==> src/rtl/qpsk_burst_sequencer.sv <==
// QPSK burst sequencer: standby exit, amplitude ramp, symbol-timed phase updates, ramp-down.
// Define DQPSK_DIFF_EN for differential phase encoding; the default build uses the absolute map.
module qpsk_burst_sequencer #(
  parameter int AMP_W     = 27,
  parameter int PHASE_W   = 27,
  parameter int PER_W     = 16,
  parameter int RAMP_STEP = 1024
) (
  input  logic               clk,
  input  logic               rst_n,
  input  logic               tx_en,
  input  logic [AMP_W-1:0]   amp_target,
  input  logic [PER_W-1:0]   sym_period,
  input  logic [1:0]         s_tdata,
  input  logic               s_tvalid,
  input  logic               s_tlast,
  output logic               s_tready,
  output logic               set_qpsk,
  output logic [PHASE_W-1:0] qpsk_phase,
  output logic [AMP_W-1:0]   amplitude,
  output logic               stdby,
  output logic               busy,
  output logic               underrun
);

  typedef enum logic [1:0] {IDLE, RAMP_UP, SYMBOL, RAMP_DOWN} state_t;

  localparam logic [AMP_W-1:0] STEP = AMP_W'(RAMP_STEP);

  state_t             state, state_nxt;
  logic [AMP_W-1:0]   amp_t, amp_t_nxt, amplitude_nxt;
  logic [AMP_W-1:0]   amp_up, amp_down;
  logic [PER_W-1:0]   cnt, cnt_nxt, cnt_load;
  logic               last_r, last_r_nxt;
  logic               set_qpsk_nxt, stdby_nxt, underrun_nxt;
  logic [PHASE_W-1:0] qpsk_phase_nxt, sym_phase;
  logic [1:0]         gray_idx;
  logic               boundary, accept;

  assign boundary = (cnt == '0);
  assign s_tready = tx_en && (((state == RAMP_UP) && (amplitude == amp_t)) ||
                              ((state == SYMBOL) && boundary && !last_r));
  assign accept   = s_tready && s_tvalid;

  // Periods below 2 are stretched to 2; the counter runs period-1 down to 0.
  assign cnt_load = (sym_period < PER_W'(2)) ? PER_W'(1) : sym_period - PER_W'(1);

  // Gray symbol 00,01,11,10 -> index 0..3, one quarter turn (2Q) apart.
  assign gray_idx = {s_tdata[1], s_tdata[1] ^ s_tdata[0]};

`ifdef DQPSK_DIFF_EN
  logic [PHASE_W-1:0] ref_phase;
  assign ref_phase = (state == SYMBOL) ? qpsk_phase : (PHASE_W'(1) << (PHASE_W - 3));
  assign sym_phase = ref_phase + (PHASE_W'({gray_idx, 1'b0}) << (PHASE_W - 3));
`else
  assign sym_phase = PHASE_W'({gray_idx, 1'b1}) << (PHASE_W - 3);
`endif

  assign amp_up   = ((amp_t - amplitude) <= STEP) ? amp_t : amplitude + STEP;
  assign amp_down = (amplitude <= STEP) ? '0 : amplitude - STEP;

  always_comb begin
    // NOTE: every signal gets a default before the case so no path leaves one unassigned (no latches).
    state_nxt      = state;
    amp_t_nxt      = amp_t;
    amplitude_nxt  = amplitude;
    cnt_nxt        = cnt;
    last_r_nxt     = last_r;
    set_qpsk_nxt   = set_qpsk;
    qpsk_phase_nxt = qpsk_phase;
    stdby_nxt      = stdby;
    underrun_nxt   = 1'b0;
    case (state)
      IDLE: begin
        if (tx_en && s_tvalid) begin
          state_nxt = RAMP_UP;
          stdby_nxt = 1'b0;
          amp_t_nxt = amp_target;
        end
      end
      RAMP_UP: begin
        if (!tx_en) begin
          state_nxt = RAMP_DOWN;
        end else if (accept) begin
          state_nxt      = SYMBOL;
          qpsk_phase_nxt = sym_phase;
          set_qpsk_nxt   = 1'b1;
          cnt_nxt        = cnt_load;
          last_r_nxt     = s_tlast;
        end else begin
          amplitude_nxt = amp_up;
        end
      end
      SYMBOL: begin
        if (!boundary) begin
          cnt_nxt = cnt - PER_W'(1);
        end else if (accept) begin
          qpsk_phase_nxt = sym_phase;
          cnt_nxt        = cnt_load;
          last_r_nxt     = s_tlast;
        end else begin
          // Starvation only when the burst was meant to continue.
          state_nxt    = RAMP_DOWN;
          underrun_nxt = tx_en && !last_r;
        end
      end
      RAMP_DOWN: begin
        if (amplitude == '0) begin
          state_nxt      = IDLE;
          set_qpsk_nxt   = 1'b0;
          qpsk_phase_nxt = '0;
          stdby_nxt      = 1'b1;
        end else begin
          amplitude_nxt = amp_down;
        end
      end
      default: state_nxt = IDLE;
    endcase
  end

  // NOTE: state registers use non-blocking assignments so all flops update from pre-edge values.
  always_ff @(posedge clk or negedge rst_n) begin
    if (!rst_n) begin
      state      <= IDLE;
      amp_t      <= '0;
      amplitude  <= '0;
      cnt        <= '0;
      last_r     <= 1'b0;
      set_qpsk   <= 1'b0;
      qpsk_phase <= '0;
      stdby      <= 1'b1;
      busy       <= 1'b0;
      underrun   <= 1'b0;
    end else begin
      state      <= state_nxt;
      amp_t      <= amp_t_nxt;
      amplitude  <= amplitude_nxt;
      cnt        <= cnt_nxt;
      last_r     <= last_r_nxt;
      set_qpsk   <= set_qpsk_nxt;
      qpsk_phase <= qpsk_phase_nxt;
      stdby      <= stdby_nxt;
      busy       <= (state_nxt != IDLE);
      underrun   <= underrun_nxt;
    end
  end

endmodule
==> config.mk <==
export PLATFORM = sky130hd
export DESIGN_NAME = qpsk_burst_sequencer
export DESIGN_NICKNAME = d
export VERILOG_FILES = /design/src/rtl/qpsk_burst_sequencer.sv
export SDC_FILE = /design/constraint.sdc
export NUM_CORES = 1
export LEC_CHECK = 0
export BUFFER_PORTS_ARGS = -buffer_cell sky130_fd_sc_hd__clkbuf_2
export CORE_MARGIN = 4
export CORE_UTILIZATION = 33
export CTS_CLUSTER_DIAMETER = 40
export DETAILED_ROUTE_END_ITERATION = 6
export PLACE_DENSITY = 0.57
export SLEW_MARGIN = 10
export SYNTH_ARGS = -nofsm -noshare
export SYNTH_HDL_FRONTEND = slang
export SYNTH_SLANG_ARGS = --single-unit
==> constraint.sdc <==
create_clock -name clk -period 4.4 [get_ports clk]
set_clock_uncertainty 0.1 [all_clocks]
set_input_delay 0.88 -clock clk [delete_from_list [all_inputs] [get_ports clk]]
set_output_delay 0.88 -clock clk [all_outputs]
set_load 0.01 [all_outputs]
==> Implementation_results.wiki <==
{| class="wikitable"
! Metric !! Value
|-
| Outcome || finished, final reports clean
|-
| Length of the first detailed-routing pass in iterations || 5
|-
| Timing startpoint of the critical path || amplitude[7]
|-
| Commonest cells post-synth || nand2_1 (92), dfrtp_1 (79), nor2_1 (70), o21ai_0 (65), a21oi_1 (59)
|-
| Gate count of the mapped netlist || 884
|-
| Fin. max-slew vios || 0
|-
| Hold Crit Class || flop to flop
|-
| Reg2Reg Launch Point || amplitude[7]
|-
| Part of the Yosys area used for sequential elements || approximately 29%
|-
| Stages on worst setup path || 14
|-
| Worst setup EP type || flop
|-
| Most numerous cell in the Yosys netlist || nand2_1
|-
| Vias || 7095
|-
| CP Max Fanout || 8
|-
| Crit Reg-Reg Endpoint || amplitude[18]
|-
| Routed wire per std cell || about 18 um
|-
| Overall routing resource usage || approximately a fifth
|-
| Pin count of the biggest net entering global routing || 62
|-
| Crit-path max cell delay || approximately 0.50 ns
|-
| PortBufs || 84
|-
| Final hold violation count || 0
|-
| Area growth syn-to-layout || 18.2%
|-
| Detailed placer's ending HPWL || 17400 um
|-
| Proportion of layout cells with a drive suffix above 1 || 21.4%
|-
| CP top delay family || simple AND/OR/NAND/NOR gates
|-
| Instance area after placement || between 7000 and 8000 um2
|-
| Power density of the placed cells || about 300 nW/um2
|-
| Unique cell type count in the Yosys netlist || 74
|-
| Htree depth || 3
|-
| Relative contribution of sequential cells to total power || around 34%
|-
| Compound-Gate Fraction of Synth Area || 23.6%
|-
| Cell type of the slowest stage on the worst timing path || or4b_1
|-
| Post-synthesis sequential element count || 80
|-
| Measured slew at the worst slew-check pin || between 0.8 and 0.9 ns
|-
| Ratio of final minimum period to clock period || between 90% and 100%
|-
| Combinational family with the most area after synthesis || simple AND/OR/NAND/NOR gates
|-
| Average cell area after synthesis || roughly 8 um2
|-
| Initial DRC Count || between 600 and 700
|-
| EDFF count, synth || 0
|-
| Finish-stage setup viols || 0
|-
| Root Driver || clkbuf_16
|-
| Crit-path cells || inv_1, ha_2, nand4_2, a211oi_4, o21ai_0, nand2_1, mux2_2, or4b_1, or4_1, buf_4, nor2_2, buf_4, mux2_2, a221oi_1
|-
| Global-route wire length before repair || 36200 um
|-
| Max-Slew Margin vs Limit || 40.8%
|-
| Required time reported for the critical path endpoint || ~4.6 ns
|-
| Max capacitance violation total || 0
|-
| Leakage || 3.65 nW
|-
| Post-placement cell count || about 1300
|-
| Maximum count of clock buffers along a single path || 2
|-
| Vertical die dimension || approximately 150 um
|-
| Post-synth design cell area || around 7000 um2
|-
| Buffer and inverter count on the worst path || 3
|-
| Drt via density || between 5 and 6
|-
| Proportion of synthesized area in mux cells || 7.85%
|-
| Number of antenna violations at the first check in global routing || 0
|-
| GRT Residual Overflow || 0
|-
| Number of top-level design ports || roughly 110
|-
| Main flop type after synthesis || dfrtp_1
|-
| Adder-Cell Fraction of Synth Area || under 10%
|-
| Non-filler cells in the finished layout || about 1300
|-
| Sw Share || a little under two fifths
|-
| XOR/XNOR share of the synthesized area || under 10%
|-
| Cell accounting for the most synthesized area || dfrtp_1
|-
| Die area || about 24000 um2
|-
| Final Net Count || 1071
|-
| Weighted congestion at the end of routability-driven global placement || between 0.9 and 1
|-
| Number of remaining DRC errors || 0
|-
| Biggest area contributors in the synthesized netlist || dfrtp_1 (28%), ha_1 (5.7%), mux2_2 (5.1%), nand2_1 (4.9%), o21ai_0 (4.6%)
|-
| Count of fill cells added during filler insertion || 2200
|-
| Worst hold slack after final layout || between 0.3 and 0.4 ns
|-
| Power Internal || ~0.0016 W
|-
| Number of antenna diodes || 0
|-
| Data arrival at the endpoint of the critical path || approximately 4.4 ns
|-
| Via count of the first global-routing pass || about 6500
|-
| Initial Util || 33.5%
|-
| Area of the core || about 21000 um2
|-
| Inserted Clock Buffers || 9
|-
| Async set-or-reset flop fraction in the synthesized netlist || 100%
|-
| Peak supply drop || 0.000176 V
|-
| Net switching power of the design || slightly above 0.0009 W
|-
| Gate power share || around 34%
|-
| Synth warnings || 0
|-
| Clock sink total || 80
|-
| Non-Filler Cell Area, Final || approximately 8300 um2
|-
| Reg-to-reg setup timing slack || around 0.14 ns
|-
| Critical path endpoint || amplitude[18]
|-
| Count of standard-cell rows || 53
|-
| Final min period || 4.26 ns
|-
| Setup total negative slack || 0 ns
|-
| Upper clock frequency limit || roughly 230 MHz
|-
| Worst slack at placement || 0.123 ns
|-
| Portion of synthesized cell area occupied by the leading cell type || roughly 28%
|-
| Clock Pin Slew Worst Setup and Hold Paths || 0.07 ns
|-
| TritonCTS clock tree || done
|-
| Minimum setup slack in the final design || 0.143 ns
|-
| Total detailed-routing wirelength || 22700 um
|-
| Final antenna-violating net count || 0
|-
| Worst reg-to-reg path cell count || 14
|-
| Clock share of power || 32.3%
|-
| Insertion delay to the later sink of the worst-skew pair || 0.36 ns
|-
| Sort of element at the start of the critical path || flop
|-
| Critical path class || flop to flop
|-
| Die width || 154 um
|-
| Post-synthesis share of cell area spent on and, or, nand and nor gates || a little under a quarter
|}
[repair_timing]
item,4_1_cts,5_1_grt
hold buffers,0,0
buffers inserted,0,0
gates resized for setup,0,12
endpoints found under the setup margin,0,14
[flip-flops by register name, indices dropped and copies added, names as in the netlist, 2 cells and up]
name and cells:
amplitude 27, cnt 16, amp_t 27, qpsk_phase 3, state 2
[cell families (layout without fill, tap and decap cells)]
kind of cell	count (synthesis)	after routing
XOR/XNOR	24	24
other	1	24
multiplexers	51	51
AND/OR/NAND/NOR	335	335
buffers and inverters	113	200
adder cells (fa/ha/maj)	32	32
AO/OA/AOI/OAI	248	248
flip-flops	80	80
[power groups by stage]
| stage | Sequential (W) | Clock [W] | Combinational [W] |
|---|---|---|---|
| final | 0.000846 | 0.000813 | 0.000860 |
| after global routing | 0.000854 | 0.000856 | 0.000955 |
| after CTS | 0.000844 | 0.000835 | 0.000841 |
| after detailed placement | 0.000858 | 0 | 0.000836 |
| after global placement | 0.000858 | 0 | 0.000834 |
| after floorplan | 0.000869 | 0 | 0.000532 |
[worst min-delay path: cells and delay by family, from the launching register on]
family	cells	cell delay, ns
AND/OR/NAND/NOR	2	0.11
flip-flops	1	0.35
[cell usage in the layout, fill, tap and decap left out, drive strengths merged, types with 7 or more instances in the layout]
cell / Yosys / routed
mux2i: 19 / 19
o21a: 13 / 13
nor3: 41 / 41
nand4: 16 / 16
clkbuf: 38 / 92
or3: 7 / 7
and3: 13 / 13
inv: 45 / 49
ha: 32 / 32
a22o: 8 / 8
dfrtp: 79 / 79
nand3: 31 / 31
o21ai: 67 / 67
nor2: 70 / 70
a211oi: 9 / 9
a21o: 13 / 13
conb: 1 / 24
nor4: 19 / 19
o211ai: 9 / 9
a21oi: 60 / 60
mux2: 32 / 32
xnor2: 19 / 19
nand2: 92 / 92
buf: 30 / 56
[how the worst min path moves through the flow]
stage,depth (start not counted),end,from,slack [ns]
global placement,2,qpsk_phase[24],qpsk_phase[24],0.36
floorplan,1,cnt[15],cnt[15],0.36
finish,2,qpsk_phase[24],qpsk_phase[24],0.39
CTS,2,qpsk_phase[24],qpsk_phase[24],0.38
detailed placement,2,qpsk_phase[24],qpsk_phase[24],0.37
global route,2,qpsk_phase[24],qpsk_phase[24],0.41
[routing by layer]
layer | up-vias | track usage (%) | part of all wire [%]
met3 | 33 | 3.10 | 6.4
met1 | 3363 | 27.8 | 47
met2 | 269 | 28.4 | 44
met4 | 0 | 5.63 | 2.3
met5 | - | 0 | 0
li1 | 3430 | - | -
[area by class of cell]
class	instances	area [um2]	share of cell area (%)
Multi-Input combinational cell	714	4610	55.6
Sequential cell	80	2000	24.2
Timing Repair Buffer	139	848	10.2
Tap cell	275	344	4.15
Clock buffer	9	225	2.72
Inverter	45	169	2.04
Clock inverter	7	86.3	1.04
[per-stage QoR]
step | utilization (%) | total power (W)
floorplan | - | 0.00140
global placement | 37.9 | 0.00169
detailed placement | 37.9 | 0.00169
CTS | 39.4 | 0.00252
global route | 39.6 | 0.00267
finish | 39.6 | 0.00252
No activity file was read; power rests on OpenSTA's default activity.
